--- src/rtl/sevseg_pkg.sv ---
// Shared definitions for the seven-segment scan driver: nibble type,
// blank pattern and the active-low {g,f,e,d,c,b,a} hex font.
package sevseg_pkg;

  typedef logic [3:0] nibble_t;

  localparam logic [6:0] SEG_BLANK = 7'h7F;

  // Entry n is the glyph for hex digit n (0 = segment lit).
  localparam logic [15:0][6:0] FONT = {
    7'h0E, 7'h06, 7'h21, 7'h46, 7'h03, 7'h08, 7'h10, 7'h00,
    7'h78, 7'h02, 7'h12, 7'h19, 7'h30, 7'h24, 7'h79, 7'h40
  };

endpackage

--- src/rtl/sevseg_font_decode.sv ---
// Combinational hex-nibble to active-low seven-segment glyph lookup.
module sevseg_font_decode
  import sevseg_pkg::*;
(
  input  nibble_t    nibble,
  output logic [6:0] seg
);

  assign seg = FONT[nibble];

endmodule

--- src/rtl/sevseg_scan_driver.sv ---
// Time-multiplexed common-anode seven-segment driver with frame-atomic shadow
// updates, per-digit enable and blink. Define SEVSEG_LZ_SUPPRESS_EN for leading-zero blanking.
module sevseg_scan_driver
  import sevseg_pkg::*;
#(
  parameter int NUM_DIGITS   = 8,
  parameter int REFRESH_DIV  = 50000,
  parameter int BLINK_FRAMES = 64
) (
  input  logic                    clock,
  input  logic                    reset,
  input  logic [4*NUM_DIGITS-1:0] value,
  input  logic [NUM_DIGITS-1:0]   turn_on,
  input  logic [NUM_DIGITS-1:0]   blink,
  input  logic                    load,
  output logic [6:0]              segment,
  output logic [NUM_DIGITS-1:0]   anode,
  output logic                    frame_done,
  output logic                    pending
);

  localparam int PW = $clog2(REFRESH_DIV);
  localparam int IW = $clog2(NUM_DIGITS);
  localparam int FW = (BLINK_FRAMES > 1) ? $clog2(BLINK_FRAMES) : 1;

  localparam logic [PW-1:0] PCNT_MAX = PW'(REFRESH_DIV - 1);
  localparam logic [IW-1:0] IDX_MAX  = IW'(NUM_DIGITS - 1);
  localparam logic [FW-1:0] FCNT_MAX = FW'(BLINK_FRAMES - 1);

  logic [PW-1:0]           pcnt_q, pcnt_d;
  logic [IW-1:0]           idx_q, idx_d;
  logic [FW-1:0]           fcnt_q, fcnt_d;
  logic                    phase_q, phase_d;
  logic                    pending_q, pending_d;
  logic [4*NUM_DIGITS-1:0] stg_value_q, stg_value_d;
  logic [NUM_DIGITS-1:0]   stg_on_q, stg_on_d;
  logic [NUM_DIGITS-1:0]   stg_blink_q, stg_blink_d;
  logic [4*NUM_DIGITS-1:0] sh_value_q, sh_value_d;
  logic [NUM_DIGITS-1:0]   sh_on_q, sh_on_d;
  logic [NUM_DIGITS-1:0]   sh_blink_q, sh_blink_d;
  logic [6:0]              segment_q, segment_d;
  logic [NUM_DIGITS-1:0]   anode_q, anode_d;

  logic       tick;
  logic       boundary;
  nibble_t    sel_nib;
  logic       sel_on;
  logic       sel_blink;
  logic [6:0] font_seg;
`ifdef SEVSEG_LZ_SUPPRESS_EN
  logic       lz_blank;
`endif

  // Scan timing, staging/shadow handshake and blink phase.
  always_comb begin
    tick     = (pcnt_q == PCNT_MAX);
    boundary = tick && (idx_q == IDX_MAX);

    pcnt_d = tick ? '0 : pcnt_q + PW'(1);
    idx_d  = idx_q;
    if (tick) begin
      idx_d = (idx_q == IDX_MAX) ? '0 : idx_q + IW'(1);
    end

    stg_value_d = stg_value_q;
    stg_on_d    = stg_on_q;
    stg_blink_d = stg_blink_q;
    if (load) begin
      stg_value_d = value;
      stg_on_d    = turn_on;
      stg_blink_d = blink;
    end

    pending_d = boundary ? 1'b0 : (load ? 1'b1 : pending_q);

    // A load landing on the boundary cycle bypasses staging.
    sh_value_d = sh_value_q;
    sh_on_d    = sh_on_q;
    sh_blink_d = sh_blink_q;
    if (boundary && (pending_q || load)) begin
      sh_value_d = load ? value   : stg_value_q;
      sh_on_d    = load ? turn_on : stg_on_q;
      sh_blink_d = load ? blink   : stg_blink_q;
    end

    fcnt_d  = fcnt_q;
    phase_d = phase_q;
    if (boundary) begin
      if (fcnt_q == FCNT_MAX) begin
        fcnt_d  = '0;
        phase_d = ~phase_q;
      end else begin
        fcnt_d = fcnt_q + FW'(1);
      end
    end
  end

  // Outputs are registered from next-state values so the new shadow shows on digit 0 at once.
  always_comb begin
    sel_nib   = '0;
    sel_on    = 1'b0;
    sel_blink = 1'b0;
    for (int k = 0; k < NUM_DIGITS; k++) begin
      if (idx_d == IW'(k)) begin
        sel_nib   = sh_value_d[4*k +: 4];
        sel_on    = sh_on_d[k];
        sel_blink = sh_blink_d[k];
      end
    end
`ifdef SEVSEG_LZ_SUPPRESS_EN
    lz_blank = (idx_d != '0) && (sel_nib == '0);
    for (int k = 0; k < NUM_DIGITS; k++) begin
      if ((IW'(k) > idx_d) && sh_on_d[k] && (sh_value_d[4*k +: 4] != '0)) begin
        lz_blank = 1'b0;
      end
    end
`endif
  end

  sevseg_font_decode u_font (
    .nibble (sel_nib),
    .seg    (font_seg)
  );

  always_comb begin
    segment_d = font_seg;
    if (!sel_on || (phase_d && sel_blink)
`ifdef SEVSEG_LZ_SUPPRESS_EN
        || lz_blank
`endif
       ) begin
      segment_d = SEG_BLANK;
    end
    anode_d = ~(NUM_DIGITS'(1) << idx_d);
  end

  always_ff @(posedge clock) begin
    if (reset) begin
      pcnt_q      <= '0;
      idx_q       <= '0;
      fcnt_q      <= '0;
      phase_q     <= 1'b0;
      pending_q   <= 1'b0;
      stg_value_q <= '0;
      stg_on_q    <= '0;
      stg_blink_q <= '0;
      sh_value_q  <= '0;
      sh_on_q     <= '0;
      sh_blink_q  <= '0;
      segment_q   <= SEG_BLANK;
      anode_q     <= '1;
    end else begin
      pcnt_q      <= pcnt_d;
      idx_q       <= idx_d;
      fcnt_q      <= fcnt_d;
      phase_q     <= phase_d;
      pending_q   <= pending_d;
      stg_value_q <= stg_value_d;
      stg_on_q    <= stg_on_d;
      stg_blink_q <= stg_blink_d;
      sh_value_q  <= sh_value_d;
      sh_on_q     <= sh_on_d;
      sh_blink_q  <= sh_blink_d;
      segment_q   <= segment_d;
      anode_q     <= anode_d;
    end
  end

  assign segment    = segment_q;
  assign anode      = anode_q;
  assign frame_done = boundary;
  assign pending    = pending_q;

endmodule

--- config.mk ---
export PLATFORM = sky130hd
export DESIGN_NAME = sevseg_scan_driver
export DESIGN_NICKNAME = d
export VERILOG_FILES = /design/src/rtl/sevseg_pkg.sv /design/src/rtl/sevseg_font_decode.sv /design/src/rtl/sevseg_scan_driver.sv
export SDC_FILE = /design/constraint.sdc
export NUM_CORES = 1
export LEC_CHECK = 0
export CAP_MARGIN = 10
export CELL_PAD_IN_SITES_DETAIL_PLACEMENT = 1
export CELL_PAD_IN_SITES_GLOBAL_PLACEMENT = 2
export CORE_MARGIN = 4
export CORE_UTILIZATION = 37
export DETAILED_ROUTE_END_ITERATION = 8
export GPL_TIMING_DRIVEN = 0
export MAX_ROUTING_LAYER = met4
export PLACE_DENSITY = 0.83
export SYNTH_ARGS = -nofsm -noshare
export SYNTH_HDL_FRONTEND = slang
export SYNTH_SLANG_ARGS = --single-unit
--- constraint.sdc ---
create_clock -name clock -period 9.7 [get_ports clock]
set_input_delay 2.425 -clock clock [delete_from_list [all_inputs] [get_ports clock]]
set_output_delay 2.425 -clock clock [all_outputs]
set_load 0.03 [all_outputs]
# ---- After elaboration in Yosys (flattened, before gate mapping)
# Memories as Yosys holds them, arrays and structs flattened. A register that Yosys moved wholly into a read port is not among the register bits.
# Index checks and enable logic that the tools add are counted.
dict set report word_totals {
  ff_bits 131
  mem_bits_ro 112
  inputBits 51
  output_inout_bits 17
  word_cells 74
  n_memories 1
}
# name depth word_bits read_ports rd_clocked_by_memory_dff write_ports line
set memory_table {}
lappend memory_table {{(name not given)} 16 7 1 1 0 sevseg_font_decode.sv:9} ;# assign seg = FONT[nibble];
dict set report classes {
  n_addsub 3
  eq_ne 10
  shift 1
  mux 35
  n_bitwise 2
  n_reduce_logical 10
}
# op n
set op_table {}
lappend op_table {{$mux W32} 2}
lappend op_table {{$mux W4} 8}
lappend op_table {{$mux W8} 4}
lappend op_table {{$mux W1} 18}
lappend op_table {{$add A16 B1 Y16 const B} 1}
lappend op_table {{$eq A16 B16 Y1 const B} 1}
lappend op_table {{$eq A3 B3 Y1 const B} 5}
lappend op_table {{$not A8 Y8} 1}
lappend op_table {{$shl A1 B3 Y8 const A} 1}
lappend op_table {{$add A6 B1 Y6 const B} 1}
lappend op_table {{$eq A3 B2 Y1 const B} 2}
lappend op_table {{$eq A6 B6 Y1 const B} 1}
lappend op_table {{$mux W3} 2}
lappend op_table {{$mux W6} 1}
lappend op_table {{$reduce_or A2 Y1} 3}
lappend op_table {{$add A3 B1 Y3 const B} 1}
lappend op_table {{$eq A3 B1 Y1 const B} 1}
lappend op_table {{$logic_and A1 B1 Y1} 3}
lappend op_table {{$logic_not A3 Y1} 1}
lappend op_table {{$logic_or A1 B1 Y1} 2}
lappend op_table {{$logic_not A1 Y1} 1}
lappend op_table {{$not A1 Y1} 1}

# ---- Depth between registers and ports, before layout
dict set report depth {
  word_depth 15
  depth_mapped 17
  ltp_nobuf 15
}

# ---- Cells and area by module
# Synthesis repeated with hierarchy kept, for this count alone.
dict set report unflattened {
  hier_cells 668
  area_unflattened_um2 6168.4
}
# mod n_inst cells_each area_each_um2 seq_area_each_um2
set modules_own_cells {}
lappend modules_own_cells {sevseg_scan_driver 1 636 5893.2 2762.6}
lappend modules_own_cells {sevseg_font_decode 1 32 275.3 0.0}

# ---- Least setup slack after synthesis
# Ideal clock, no wire load.
dict set report synth_path {
  kind {input -> register}
  from {input port load}
  to {register segment_q[3] (netlist: segment[3])}
  setup_time_ns 0.139
  arrival_time_ns 5.255
  required_time_ns 9.561
  slack_ns 4.307
  stages 12
  path_buffers 3
  cell_sequence {clkbuf_1 > clkbuf_1 > buf_1 > mux2i_1 > o21ai_0 > a222oi_1 > o221ai_1 > inv_1 > ha_1 > a21bo_2 > nand3_1 > o311ai_1}
}
dict set report synth_via {
  elab_chain_cells 14
  word_cells_on_any_way 36
  classes_between {mux (30); reduce/logical (6)}
}
# item line
set synth_lines {}
lappend synth_lines {{start: declaration} sevseg_scan_driver.sv:15} ;# input logic load,
lappend synth_lines {{$logic_or A1 B1 Y1} sevseg_scan_driver.sv:80} ;# if (boundary && (pending_q || load)) begin
lappend synth_lines {{$logic_and A1 B1 Y1} sevseg_scan_driver.sv:80}
lappend synth_lines {{$mux W8} sevseg_scan_driver.sv:80}
lappend synth_lines {{$mux W1 (8 in series)} sevseg_scan_driver.sv:104} ;# if (idx_d == IW'(k)) begin
lappend synth_lines {{$logic_not A1 Y1 or $logic_and A1 B1 Y1 (tied branches)} sevseg_scan_driver.sv:127} ;# if (!sel_on || (phase_d && sel_blink)
lappend synth_lines {{$logic_or A1 B1 Y1} sevseg_scan_driver.sv:127}
lappend synth_lines {{$reduce_or A2 Y1 (no line)} -}
lappend synth_lines {{end: declaration} sevseg_scan_driver.sv:41} ;# logic [6:0] segment_q, segment_d;
# Several ways; a longest one is shown, not always the timed one.
# A chain may end at the register's enable or synchronous reset.

# ---- Worst setup path in the final report
# Ends and elaborated chain as after synthesis.

==> out/metrics.cfg <==
[floorplan]
initial_core_util = 0.376
die_h_um = 135
core-area_um2 = 15800
row_count = 46
io_pins = 68
die_area_um2 = 18200
die_w_um = 135

[timing]
relSlewSlack = 0.298
finClkSkew_ns = 0.00858
period_share = 0.645
fmax_mhz = 160
maxSlewViolCount = 0
setup_viol = 0
rsz0062_at_grt = no
setup_ws_ns = 3.45
holdWs_ns = 0.461
hold_violations = 0
tightest_slew_ns = 1.05
min_period_ns = 6.25
tns_ns = 0

[pwr]
clkPwrFrac = 0.504
powerDensity_nw_per_um2 = 179
peakVddDrop_mv = 0.131
power_switching_w = 0.000285
power_frac_comb = 0.059
pwr-share-seq = 0.437
intPower_w = 0.00105
power_switching_share = 0.213
p_leak_nw = 2.88

[layout]
final_cell_area_um2 = 7490
drive_gt1_frac = 0.103
fin_util = 0.473
insertedDiodeCount = 0
areaGrowthSynthToFinish_pct = 26.0
fin_nets = 788

[worst_setup_path]
required_ns = 9.99
crit_type = input port to flop
cp_max_fo = 10
start_kind = input port
worst_ep_arrival_time_ns = 6.54
cp-end-kind = flop

[clock_tree]
cts-root-buf = clkbuf_16
numCtsBuffers = 17
cts-resized-gates = 0
cts_tree = done
cts_hold_buf = 0
htreeDepth = 4
cts.sinks = 138
clk_latency_ns = 0.43
clk_pin_slew_ns = 0.06
clockBufferDepth = 2
postCtsSetupRepairBufs = 0

[logic_synthesis]
synth_ff_type = dfxtp_1
synth_edf_count = 0
async_flop_share = 0
synth.area.top_cells = dfxtp_1 (46%), mux2i_1 (9.3%), nor2_1 (7.3%)
postSynthCellCount = 642
synth.distinct_cells = 62
yosysTopAreaCell = dfxtp_1
synth_area_um2 = 5950
synth_nets = 703
yosysWarnings = 0
synth.yosys.seq_area_share = 0.465
yosys-top-cells-count = dfxtp_1 (138), nor2_1 (115), mux2i_1 (55), nand2_1 (42), a21oi_1 (30)
synth.avg_cell_area_um2 = 9.26
ys_ff_latch = 138
yosys.area.top_type_share = 0.465
synth.most_common_cell = dfxtp_1

[global_route]
grt_pass1_wl_mm = 29.8
grt.total_usage = 0.220
first_global_vias = 5377
grt_overflow = 0
grt_max_degree = 17
antenna_found_initial = 0

[drt]
drc_errors = 0
wirelength_mm = 18.7
via_per_inst = 5.26
ant_nets = 0
wl_per_cell_um = 19.6
vias = 5019
drt_pass1_iterations = 4
drt_iter0_drc = 241

[placed_design]
portBuffers = 66
preCtsSetupSlack_ns = 2.98
post_dp_cell_area_um2 = 6880
dpl.hpwl_mm = 13.6
gp_congestion = 0.921

[outcome]
outcome = finished clean

[flow_run]
drv_cap = 0

[hold_path]
hold_path_class = flop to flop

path summary, 6_finish.rpt:
check                  from  slack [ns]          to  cells after the start
setup / recovery       load        3.45  segment[3]                     12
hold reg to reg   pcnt_q[0]        0.46   pcnt_q[0]                      1
hold / removal    pcnt_q[0]        0.46   pcnt_q[0]                      1
setup reg to reg  pcnt_q[6]        5.24  segment[5]                     15
routing by layer:
layer,share of wire,wire length (um),GRT usage,vias up
met4,0.014,266,0.0543,0
met3,0.039,736,0.0466,23
met2,0.50,9400,0.373,91
met1,0.44,8300,0.269,2490
li1,-,-,-,2415
met5,0,0,-,-
placed cells by master (no fill, tap or decap), types with 10 or more instances in the layout:
cell type,Yosys,final
ha_1,10,10
dfxtp_1,138,138
nand3_1,16,16
mux2i_1,55,55
nor2_1,115,115
clkbuf_1,26,28
and2_1,23,23
nand2_1,42,42
a21oi_1,30,30
a211oi_1,14,14
clkdlybuf4s50_1,0,66
o21ai_0,21,21
mux2_2,17,17
clkbuf_16,0,17
xor2_1,11,11
critical path, stage by stage:
cell      delay (ns)
clkbuf_1        0.40
clkbuf_1        0.84
buf_1           0.72
mux2i_1         0.20
o21ai_0         0.31
a222oi_1        0.13
o221ai_1        0.55
inv_1           0.21
ha_1            0.33
a21bo_2         0.23
nand3_1         0.08
o311ai_1        0.09
metrics by stage:
stage | instances | total power [W]
final | 955 | 0.00134
after global routing | 955 | 0.00138
after CTS | 955 | 0.00135
after detailed placement | 924 | 0.000677
after global placement | 924 | 0.000673
after floorplan | 642 | 0.000636
cells by family (layout without fill, tap and decap cells):
| kind of cell | count (synthesis) | after routing | synth area share |
|---|---|---|---|
| and+or+nand+nor | 248 | 248 | 0.196 |
| DFF | 138 | 138 | 0.465 |
| AOI/OAI and AO/OA | 108 | 108 | 0.122 |
| muxes | 76 | 76 | 0.139 |
| buffers and inverters | 45 | 142 | 0.0330 |
| xor gates and xnor gates | 17 | 17 | 0.0250 |
| adders and majority gates | 10 | 10 | 0.0210 |
area by class of cell:
type | instances | area (um2)
clock buffers | 24 | 502
plain buffers | 39 | 174
clock inverters | 7 | 113
inverters | 6 | 22.5
fillers | 1804 | 8340
well taps | 216 | 270
flip-flops and latches | 138 | 2760
repair buffers | 66 | 661
multi-input cells | 459 | 2990
sequential cells by signal, summed over array words and instances (netlist names):
name         count
pending          1
sh_value_q      32
stg_blink_q      8
idx_q            3
stg_value_q     32
segment          7
anode            8
sh_on_q          8
stg_on_q         8
phase_q          1
fcnt_q           6
pcnt_q          16
sh_blink_q       8
power by group through the flow:
stage                     combinational [W]  sequential, W  clock, W
after floorplan                   0.0000392       0.000597         0
after global placement            0.0000772       0.000596         0
after detailed placement          0.0000793       0.000597         0
after CTS                         0.0000798       0.000585  0.000685
after global routing              0.0000862       0.000586  0.000712
final                             0.0000788       0.000585  0.000676
Power figures use the tool's default switching activity.
